## src/rtl/dpram_port_initiator.sv

```systemverilog
// Request-side engine for one dual-port RAM port: upstream command channel in,
// RAM port valid/ready out, read responses back on a downstream channel.
//
// state   | meaning
// IDLE    | ready for a command (cmd_ready=1)
// REQ     | driving mem_valid, waiting for mem_ready or watchdog abort
// RD_WAIT | read handshake done, mem_q lands at the next edge
// RSP     | read response (or aborted-read error) held until rsp_ready
module dpram_port_initiator #(
    parameter int DATA_WIDTH = 8,
    parameter int ADDR_WIDTH = 6,
    parameter int TIMEOUT    = 16
) (
    input  logic                  clk,
    input  logic                  rst,
    input  logic                  cmd_valid,
    output logic                  cmd_ready,
    input  logic                  cmd_we,
    input  logic [ADDR_WIDTH-1:0] cmd_addr,
    input  logic [DATA_WIDTH-1:0] cmd_data,
    output logic                  mem_valid,
    input  logic                  mem_ready,
    output logic                  mem_we,
    output logic [ADDR_WIDTH-1:0] mem_addr,
    output logic [DATA_WIDTH-1:0] mem_data,
    input  logic [DATA_WIDTH-1:0] mem_q,
    output logic                  rsp_valid,
    input  logic                  rsp_ready,
    output logic [DATA_WIDTH-1:0] rsp_data,
    output logic                  rsp_err,
    output logic                  timeout_pulse,
    output logic [15:0]           wr_cnt,
    output logic [15:0]           rd_cnt
);

    localparam int WD_W = $clog2(TIMEOUT + 1);
    localparam logic [WD_W-1:0] WD_LOAD = WD_W'(TIMEOUT - 1);

    typedef enum logic [1:0] {
        IDLE    = 2'd0,
        REQ     = 2'd1,
        RD_WAIT = 2'd2,
        RSP     = 2'd3
    } state_t;

    state_t state, state_nxt;
    logic [WD_W-1:0] wd_cnt;
    logic cmd_fire, mem_fire, abort;

    always_ff @(posedge clk or posedge rst) begin
        if (rst) state <= IDLE;
        else     state <= state_nxt;
    end

    always_comb begin
        state_nxt = state;
        cmd_fire  = 1'b0;
        mem_fire  = 1'b0;
        abort     = 1'b0;
        cmd_ready = (state == IDLE);
        mem_valid = (state == REQ);
        rsp_valid = (state == RSP);
        case (state)
            IDLE: begin
                cmd_fire = cmd_valid;
                if (cmd_valid) state_nxt = REQ;
            end
            REQ: begin
                // Down-counter hitting zero while still stalled is the
                // TIMEOUT-th low cycle; a late mem_ready still wins.
                mem_fire = mem_ready;
                abort    = !mem_ready && (wd_cnt == '0);
                if (mem_fire || abort) state_nxt = mem_we ? IDLE : (mem_fire ? RD_WAIT : RSP);
            end
            RD_WAIT: state_nxt = RSP;
            RSP: begin
                if (rsp_ready) state_nxt = IDLE;
            end
            default: state_nxt = IDLE;
        endcase
    end

    always_ff @(posedge clk or posedge rst) begin
        if (rst) begin
            mem_we        <= 1'b0;
            mem_addr      <= '0;
            mem_data      <= '0;
            rsp_data      <= '0;
            rsp_err       <= 1'b0;
            timeout_pulse <= 1'b0;
            wd_cnt        <= '0;
            wr_cnt        <= '0;
            rd_cnt        <= '0;
        end else begin
            timeout_pulse <= abort;
            if (cmd_fire) begin
                mem_we   <= cmd_we;
                mem_addr <= cmd_addr;
                mem_data <= cmd_data;
                wd_cnt   <= WD_LOAD;
            end else if (state == REQ && !mem_ready && wd_cnt != '0) begin
                wd_cnt <= wd_cnt - 1'b1;
            end
            if (mem_fire && mem_we)
                wr_cnt <= wr_cnt + 16'd1;
            if (state == RD_WAIT) begin
                rsp_data <= mem_q;
                rsp_err  <= 1'b0;
                rd_cnt   <= rd_cnt + 16'd1;
            end else if (abort && !mem_we) begin
                rsp_data <= '0;
                rsp_err  <= 1'b1;
            end
        end
    end

endmodule

```

## config.mk

```make
export PLATFORM = sky130hd
export DESIGN_NAME = dpram_port_initiator
export DESIGN_NICKNAME = d
export VERILOG_FILES = /design/src/rtl/dpram_port_initiator.sv
export SDC_FILE = /design/constraint.sdc
export NUM_CORES = 1
export LEC_CHECK = 0
export CAP_MARGIN = 25
export CORE_AREA = 5 5 95 97
export DETAILED_ROUTE_END_ITERATION = 8
export DIE_AREA = 0 0 100 102
export SLEW_MARGIN = 30
export SYNTH_ARGS = -nofsm -noshare
export SYNTH_HDL_FRONTEND = slang
export SYNTH_SLANG_ARGS = --single-unit
```

## constraint.sdc

```tcl
create_clock -name clk -period 2.3 [get_ports clk]
set_input_delay 0.46 -clock clk [delete_from_list [all_inputs] [get_ports clk]]
set_output_delay 0.46 -clock clk [all_outputs]
set_load 0.02 [all_outputs]
```

# Word level (Yosys, flattened, before mapping)
# Index checks and enable logic that the tools add are counted.
[totals] input_bits=28 regBits=64
[op_classes] reduce_logical=14 eq_ne=6 n_addsub=3 muxes=15
[op_table] operator="adder 16 x 1 -> 16 bit, second input constant" count=2
[op_table] operator="2-to-1 mux 8 bit" count=2
[op_table] operator="2-to-1 mux 5 bit" count=2
[op_table] operator="2-to-1 mux 2 bit" count=4
[op_table] operator="one-hot mux 2 bit (4 select lines)" count=1
[op_table] operator="2-to-1 mux 1 bit" count=6
[op_table] operator="logical AND 1 bit" count=5
[op_table] operator="logical NOT 5 bit" count=1
[op_table] operator="nonzero test 5 bit" count=1
[op_table] operator="subtractor 5 x 1 -> 5 bit, second input constant" count=1
[op_table] operator="equality test 2 bit, second input constant" count=2
[op_table] operator="!= test 2 x 1 -> 1 bit, second input constant" count=2
[op_table] operator="nonzero test 2 bit" count=2
[op_table] operator="AND reduction 3 bit" count=1
[op_table] operator="equality test 2 x 1 -> 1 bit, second input constant" count=1
[op_table] operator="logical NOT 1 bit" count=2
[op_table] operator="logical NOT 2 bit" count=1
[op_table] operator="!= test 2 bit, second input constant" count=1
[op_table] operator="logical OR 1 bit" count=1

# Depth between registers and ports, before layout
# Gate-level depths: netlist of the first run.
[depth] word_depth=6 depth_mapped=7

# Worst setup path before layout of the first run
# Ideal clock, no wire load.
[synth_path] kind="register to register" start="register wd_cnt[0]" end="register wd_cnt[2]" arrival_time_ns=1.513 setup_time_ns=0.132 path_stages_with_launch=7 required_ns=2.168 slack_ns=0.656 path_buffers=0 path_cell_list="dfrtp_1 -> inv_1 -> ha_1 -> or4b_1 -> and2_4 -> a211oi_1 -> a31oi_1"
[synth_via] elab_chain_cells=3 word_cells_on_any_way=6
[synth_lines] item="start: declaration" line="47" rtl="logic [WD_W-1:0] wd_cnt;"
[synth_lines] item="start signal: assignment" line="102" rtl="wd_cnt <= wd_cnt - 1'b1;"
[synth_lines] item="subtractor 5 x 1 -> 5 bit / nonzero test 5 bit (equally long branches)" line="102, 101"
[synth_lines] item="2-to-1 mux 5 bit / logical AND 1 bit (equally long branches)" line="101" rtl="end else if (state == REQ && !mem_ready && wd_cnt != '0) begin"
[synth_lines] item="2-to-1 mux 5 bit / nonzero test 2 bit (equally long branches)"
# Several ways; a longest one is shown, not always the timed one. The select of a mux whose other input is x is not followed.
# A chain may end at the register's enable or synchronous reset.

==> results.txt, run 1 <==
post-synthesis xor/xnor area fraction: 0.0959
DRT antenna net count: 0
Die W: 100 µm
Max Fclk: 475 MHz
share of cells above drive strength 1: 0.0881
Max IR drop VDD: 0.000495 V
complex-gate fraction of the synthesized area: 0.0598
initial antenna violation count: 0
RSZ-0062 raised after global routing: false
vias in the first global route: 2210
total grt overflow: 0
io pins: 88
CP top delay family: buffers and inverters
largest net degree at the start of global routing: 38
CTS buffer count: 9
total core area: 8050 µm²
max-cap viol count: 0
ys flop type: dfrtp_1
n_diodes: 0
Post-Syn Instances: 250
min cycle time layout: 2100 ps
Initial Util: 0.340
area grow syn2layout: 45.6%
via/cell ratio: 4.60
Synth cell types: 38
# setup viols final: 0
Pwr Density: 1130 nW/µm²
crit-path max cell delay: 640 ps
CTS clk-pin slew, worst paths: 70 ps
Crit-path slowest cell: clkdlybuf4s50_1
Slew Viols, Final: 0
Startpoint Class: flip-flop
Synth Area in Simple Gates: 0.217
drt first pass iters: 4
Syn Nets: 281
Hold-fix buffers, CTS: 0
setup_tns: 0 ps
cell area after placement: 3770 µm²
CTS tree: done
DR WL/cell: 13.4 µm
Port Buf Inserts: 87
Crit. End Element: primary output
Worst Path Required: 1840 ps
H-tree depth: 3
Root Buffer: clkbuf_8
Global Route Usage Sum: 0.129
Bufs on Longest Clock Path: 2
reg2reg setup slack: 550 ps
die height: 102 µm
crit-path cells: nor2_1 > clkdlybuf4s50_1
Post-Route WL: 6110 µm
post-synthesis sequential area ratio: 0.584
Final Hold Fails: 0
Fillers: 780
worst-case clock skew: 8.38 ps
Final Cell Area: 3990 µm²
fin util: 0.496
multiplexer area fraction after synthesis: 0.00776
final worst-path cycle share: 0.915
EDFF count, synth: 0
worst-path maximum fanout: 8
Setup Crit Path Kind: reg -> out
nets@finish: 379
type of the worst min-delay path: in -> async
Worst Tran Pin Value: 586 ps
Rows: 33
DRC viols: 0
Clk Latency, worst-skew pair: 320 ps
Yosys Warn Count: 0
first-pass GRT wire length: 10500 µm
largest family of logic cells by synthesized area: simple AND/OR/NAND/NOR gates
Final Wtd Congestion: 0.775
post-synthesis register bit count: 64
DPL Wire Length: 4450 µm
Mean Syn Cell Area: 11.0 µm²
die area: 10200 µm²
Synth Cell Area: 2740 µm²
Pleak: 1.79 nW
Bufs and invs on worst path: 1
CTS Sinks: 64
async set-reset flop share out of synthesis: 1.00
crit path DAT: 1640 ps
1st-iter DRT viols: 80
DR vias: 2103
Post-Synth Adder-Cell Area: 0.0137
worst relative slew slack: 0.609
status: completed
flip-flops by register name, summed over array words and instances (netlist names), named ones only:
name,cells
mem_we,1
mem_data,8
wr_cnt,16
rd_cnt,16
rsp_err,1
mem_addr,6
state,1
rsp_data,8
wd_cnt,5
timeout_pulse,1
worst paths after layout:
| kind | depth (start not counted) | start | end |
|---|---|---|---|
| max | 2 | flip-flop | cmd_ready |
| min | 2 | rst | rd_cnt[3] |
| max reg2reg | 6 | wd_cnt[0] | wd_cnt[2] |
| min reg2reg | 1 | rd_cnt[15] | rd_cnt[15] |
| max in group asynchronous | 3 | rst | wr_cnt[4] |
| min in group clk | 1 | rd_cnt[15] | rd_cnt[15] |
final cells by class:
type,instances,area [µm²],area share
flip-flops and latches,64,1600,0.402
multi-input cells,173,1080,0.271
repair buffers,93,928,0.233
clock buffers,12,155,0.0389
well taps,105,131,0.0329
clock inverters,3,65.1,0.0163
inverters,7,26.3,0.00659
cells in the mapped netlist, types with 2 or more instances:
library cell / n / share of area
dfrtp_1: 64 / 0.58
nand2_1: 62 / 0.085
xnor2_1: 22 / 0.070
nand3_1: 11 / 0.020
nor2_1: 10 / 0.014
a22o_1: 8 / 0.026
xor2_1: 8 / 0.026
inv_1: 7 / 0.0096
nand4_1: 6 / 0.014
and2_1: 4 / 0.0091
buf_2: 4 / 0.0073
nor2b_1: 4 / 0.0091
a31oi_1: 3 / 0.0069
and3_1: 3 / 0.0069
and4_1: 3 / 0.0096
ha_1: 3 / 0.014
o21ai_0: 3 / 0.0055
a211oi_1: 2 / 0.0055
a21oi_1: 2 / 0.0037
a22oi_1: 2 / 0.0055
nor3_1: 2 / 0.0037
per-layer routing:
metal / vias to the layer above / GRT usage / share of wire
met2: 61 / 0.201 / 0.45
met4: 0 / 0.0373 / 0.0093
met3: 5 / 0.0464 / 0.067
met5: - / 0 / 0
met1: 1005 / 0.171 / 0.47
li1: 1032 / - / -
per-stage QoR:
step | power (mW) | std cells | hold WS (ps) | setup slack, ps
2_1_floorplan | 2.69 | 250 | 500 | 242
3_3_place_gp | 3.50 | 442 | 458 | 229
3_5_place_dp | 3.51 | 442 | 462 | 235
4_1_cts | 4.61 | 457 | 476 | 89.1
5_1_grt | 4.87 | 457 | 501 | 81.2
6_report | 4.53 | 457 | 471 | 195
cells in the final DEF, fill, tap and decap left out, types with 2 or more instances in the layout:
cell type | netlist | final
a22oi_1 | 2 | 2
xor2_1 | 8 | 8
xnor2_1 | 22 | 22
nor2_1 | 10 | 10
bufinv_16 | 0 | 2
nor2b_1 | 4 | 4
buf_4 | 1 | 5
a22o_1 | 8 | 8
nand2_1 | 62 | 62
a21oi_1 | 2 | 2
clkbuf_8 | 0 | 11
ha_1 | 3 | 3
o21ai_0 | 3 | 3
a211oi_1 | 2 | 2
and2_1 | 4 | 4
a31oi_1 | 3 | 3
inv_1 | 7 | 6
clkdlybuf4s50_1 | 0 | 87
nand3_1 | 11 | 11
and3_1 | 3 | 3
nor3_1 | 2 | 2
nand4_1 | 6 | 6
and4_1 | 3 | 3
dfrtp_1 | 64 | 63
kinds of logic after synthesis:
family / count (synthesis)
flops: 64
simple gates: 116
mux: 2
xor+xnor: 30
buf+inv: 13
fa+ha+maj: 3
compound gates: 22
what timing repair did:
| item | in CTS | in global routing |
|---|---|---|
| endpoints found under the setup margin | 0 | 1 |
| buffers inserted | 0 | 0 |
| resized for setup | 0 | 1 |
power breakdown:
part	total (mW)	switching, mW	internal [mW]
Combinational	1.73	0.878	0.854
Sequential	1.73	0.284	1.45
Clock	1.06	0.401	0.663
Total	4.53	1.56	2.97
No activity file was read; power rests on OpenSTA's default activity.
==> run 2, diff against run 1 <==
ABC_AREA = 1   (was unset)
CORE_AREA = 5 5 98 100   (was 5 5 95 97)
DIE_AREA = 0 0 103 105   (was 0 0 100 102)
==> results.txt, run 2 <==
status: completed
Root Buffer: clkbuf_8
worst relative slew slack: 0.705
async set-reset flop share out of synthesis: 1.00
Syn Nets: 378
largest registers: rd_cnt (16), wr_cnt (16)
most frequent cells after synthesis: nand2_1 (124), dfrtp_1 (64), inv_1 (40), nor2_1 (27), nand3_1 (26)
drt first pass iters: 4
share of cells above drive strength 1: 0.0516
worst setup margin: 107 ps
Seq. cell area: 1600 µm²
Max IR drop VDD: 0.000489 V
io pins: 88
CTS Sinks: 64
most common cell in the netlist: nand2_1
Die W: 103 µm
Setup Crit Path Kind: reg -> out
post-synthesis sequential area ratio: 0.548
min cycle time layout: 2190 ps
Synth Cell Area: 2920 µm²
worst-path maximum fanout: 8
CTS buffer count: 9
most frequent cells in the layout: nand2_1 (124), clkdlybuf4s50_1 (87), dfrtp_1 (64), inv_1 (39), nor2_1 (27)
Final Wtd Congestion: 0.740
Initial Util: 0.340
Slew Viols, Final: 0
largest net degree at the start of global routing: 65
Worst Tran Pin Value: 442 ps
Bufs on Longest Clock Path: 2
area grow syn2layout: 40.0%
M2 GR Usage: 0.238
vias in the first global route: 2578
Pleak: 2.00 nW
EDFF count, synth: 0
# setup viols final: 0
total grt overflow: 0
1st-iter DRT viols: 68
max-cap viol count: 0
Pwr Density: 1020 nW/µm²
die height: 105 µm
DRC viols: 0
Fillers: 832
Multi-input gate area: 1130 µm²
post-cts sizing count: 0
met1 Usage GRT: 0.156
ys flop type: dfrtp_1
RSZ-0062 raised after global routing: false
CTS tree: done
type of the worst min-delay path: reg -> reg
Yosys Warn Count: 0
Final Hold Fails: 0
Worst Path Required: 1840 ps
die area: 10800 µm²
Synth cell types: 25
post-synthesis register bit count: 64
H-tree depth: 3
Post-Syn Instances: 347
Port Buf Inserts: 87
Clk Latency, worst-skew pair: 330 ps
worst-case clock skew: 3.92 ps
n_diodes: 0
grt peak-use layer: met2
first-pass GRT wire length: 11900 µm
DP Worst Slack: 427 ps
Global Route Usage Sum: 0.135
initial antenna violation count: 0
routing usage on met3: 0.0480
final worst-path cycle share: 0.953
most common cell after layout, fill and taps aside: nand2_1
Startpoint Class: flip-flop
setup_tns: 0 ps
CTS clk-pin slew, worst paths: 60 ps
total core area: 8590 µm²
Max Fclk: 456 MHz
Hold-fix buffers, CTS: 0
setup bufs post-CTS: 0
DR WL/cell: 12.3 µm
Rows: 34
DRT antenna net count: 0
DPL Wire Length: 5140 µm
Crit. End Element: primary output
Post-Route WL: 6820 µm
Synth area leader: dfrtp_1
area share of the largest cell type after synthesis: 0.548
DR vias: 2523
via/cell ratio: 4.55
largest cells by area after synthesis: dfrtp_1 (55%), nand2_1 (16%), inv_1 (5.1%)
nets@finish: 473
crit path DAT: 1730 ps
Mean Syn Cell Area: 8.43 µm²
-- run 2: cell types whose count changed after synthesis, moves of 4 or more --
cell,before,now
a22o_1,8,0
xnor2_1,22,8
and2_1,4,0
o21ai_0,3,9
nand2_1,62,124
inv_1,7,40
nor2b_1,4,0
nand3_1,11,26
nor2_1,10,27
-- run 2: final cells by class --
type / count / share of cell area
inverter: 42 / 0.0385
clock buffer: 15 / 0.0407
timing repair buffer: 89 / 0.220
sequential: 64 / 0.391
multi-input combinational: 236 / 0.277
tap: 108 / 0.0330
-- run 2: worst paths after layout --
check	startpoint	to	slack, ps	cells past startpoint
min in group asynchronous	rst	rd_cnt[13]	510	3
worst max register to register	flip-flop	rd_cnt[4]	500	5
max in group asynchronous	rst	wr_cnt[13]	1500	3
worst min-delay path	wd_cnt[4]	timeout_pulse	450	1
worst min register to register	wd_cnt[4]	timeout_pulse	450	1
worst max-delay path	flip-flop	cmd_ready	110	2
-- run 2: through the flow --
step                area (µm²)   util  total power [mW]  instances  hold slack [ps]
global route              4090  0.476              4.48        554              468
finish                    4090  0.476              4.19        554              452
detailed placement        3930  0.457              3.41        539              448
global placement          3930  0.457              3.38        539              432
CTS                       4090  0.476              4.26        554              456
floorplan                 2920      -              2.61        347              411
-- run 2: where the power goes --
group          leakage, nW  total (mW)  switching (mW)  internal, mW
combinational         1.10        1.68           0.923         0.756
clock               0.0838       0.830           0.383         0.447
sequential           0.815        1.68           0.248          1.43
-- run 2: kinds of logic (layout without fill, tap and decap cells) --
group,after synthesis,count (layout),synth area share
adders and majority gates,3,3,0.0128
buffers and inverters,47,146,0.0646
and+or+nand+nor,199,199,0.291
xor gates and xnor gates,19,19,0.0569
AOI/OAI and AO/OA,15,15,0.0270
DFF,64,64,0.548
-- run 2: critical path, stage by stage (launching register included) --
cell and delay (ps):
dfrtp_1 480, nor2_1 250, clkdlybuf4s50_1 670
-- run 2: per-layer routing --
layer	part of all wire	vias to the layer above
li1	-	1270
met1	0.44	1195
met2	0.50	52
met3	0.054	6
met4	0.0089	0
met5	0	-
==> run 3, diff against run 2 <==
TNS_END_PERCENT = 5   (was unset)
==> results of run 3 <==
Same layout as run 2: the final DEF is identical, and so are final timing and power.
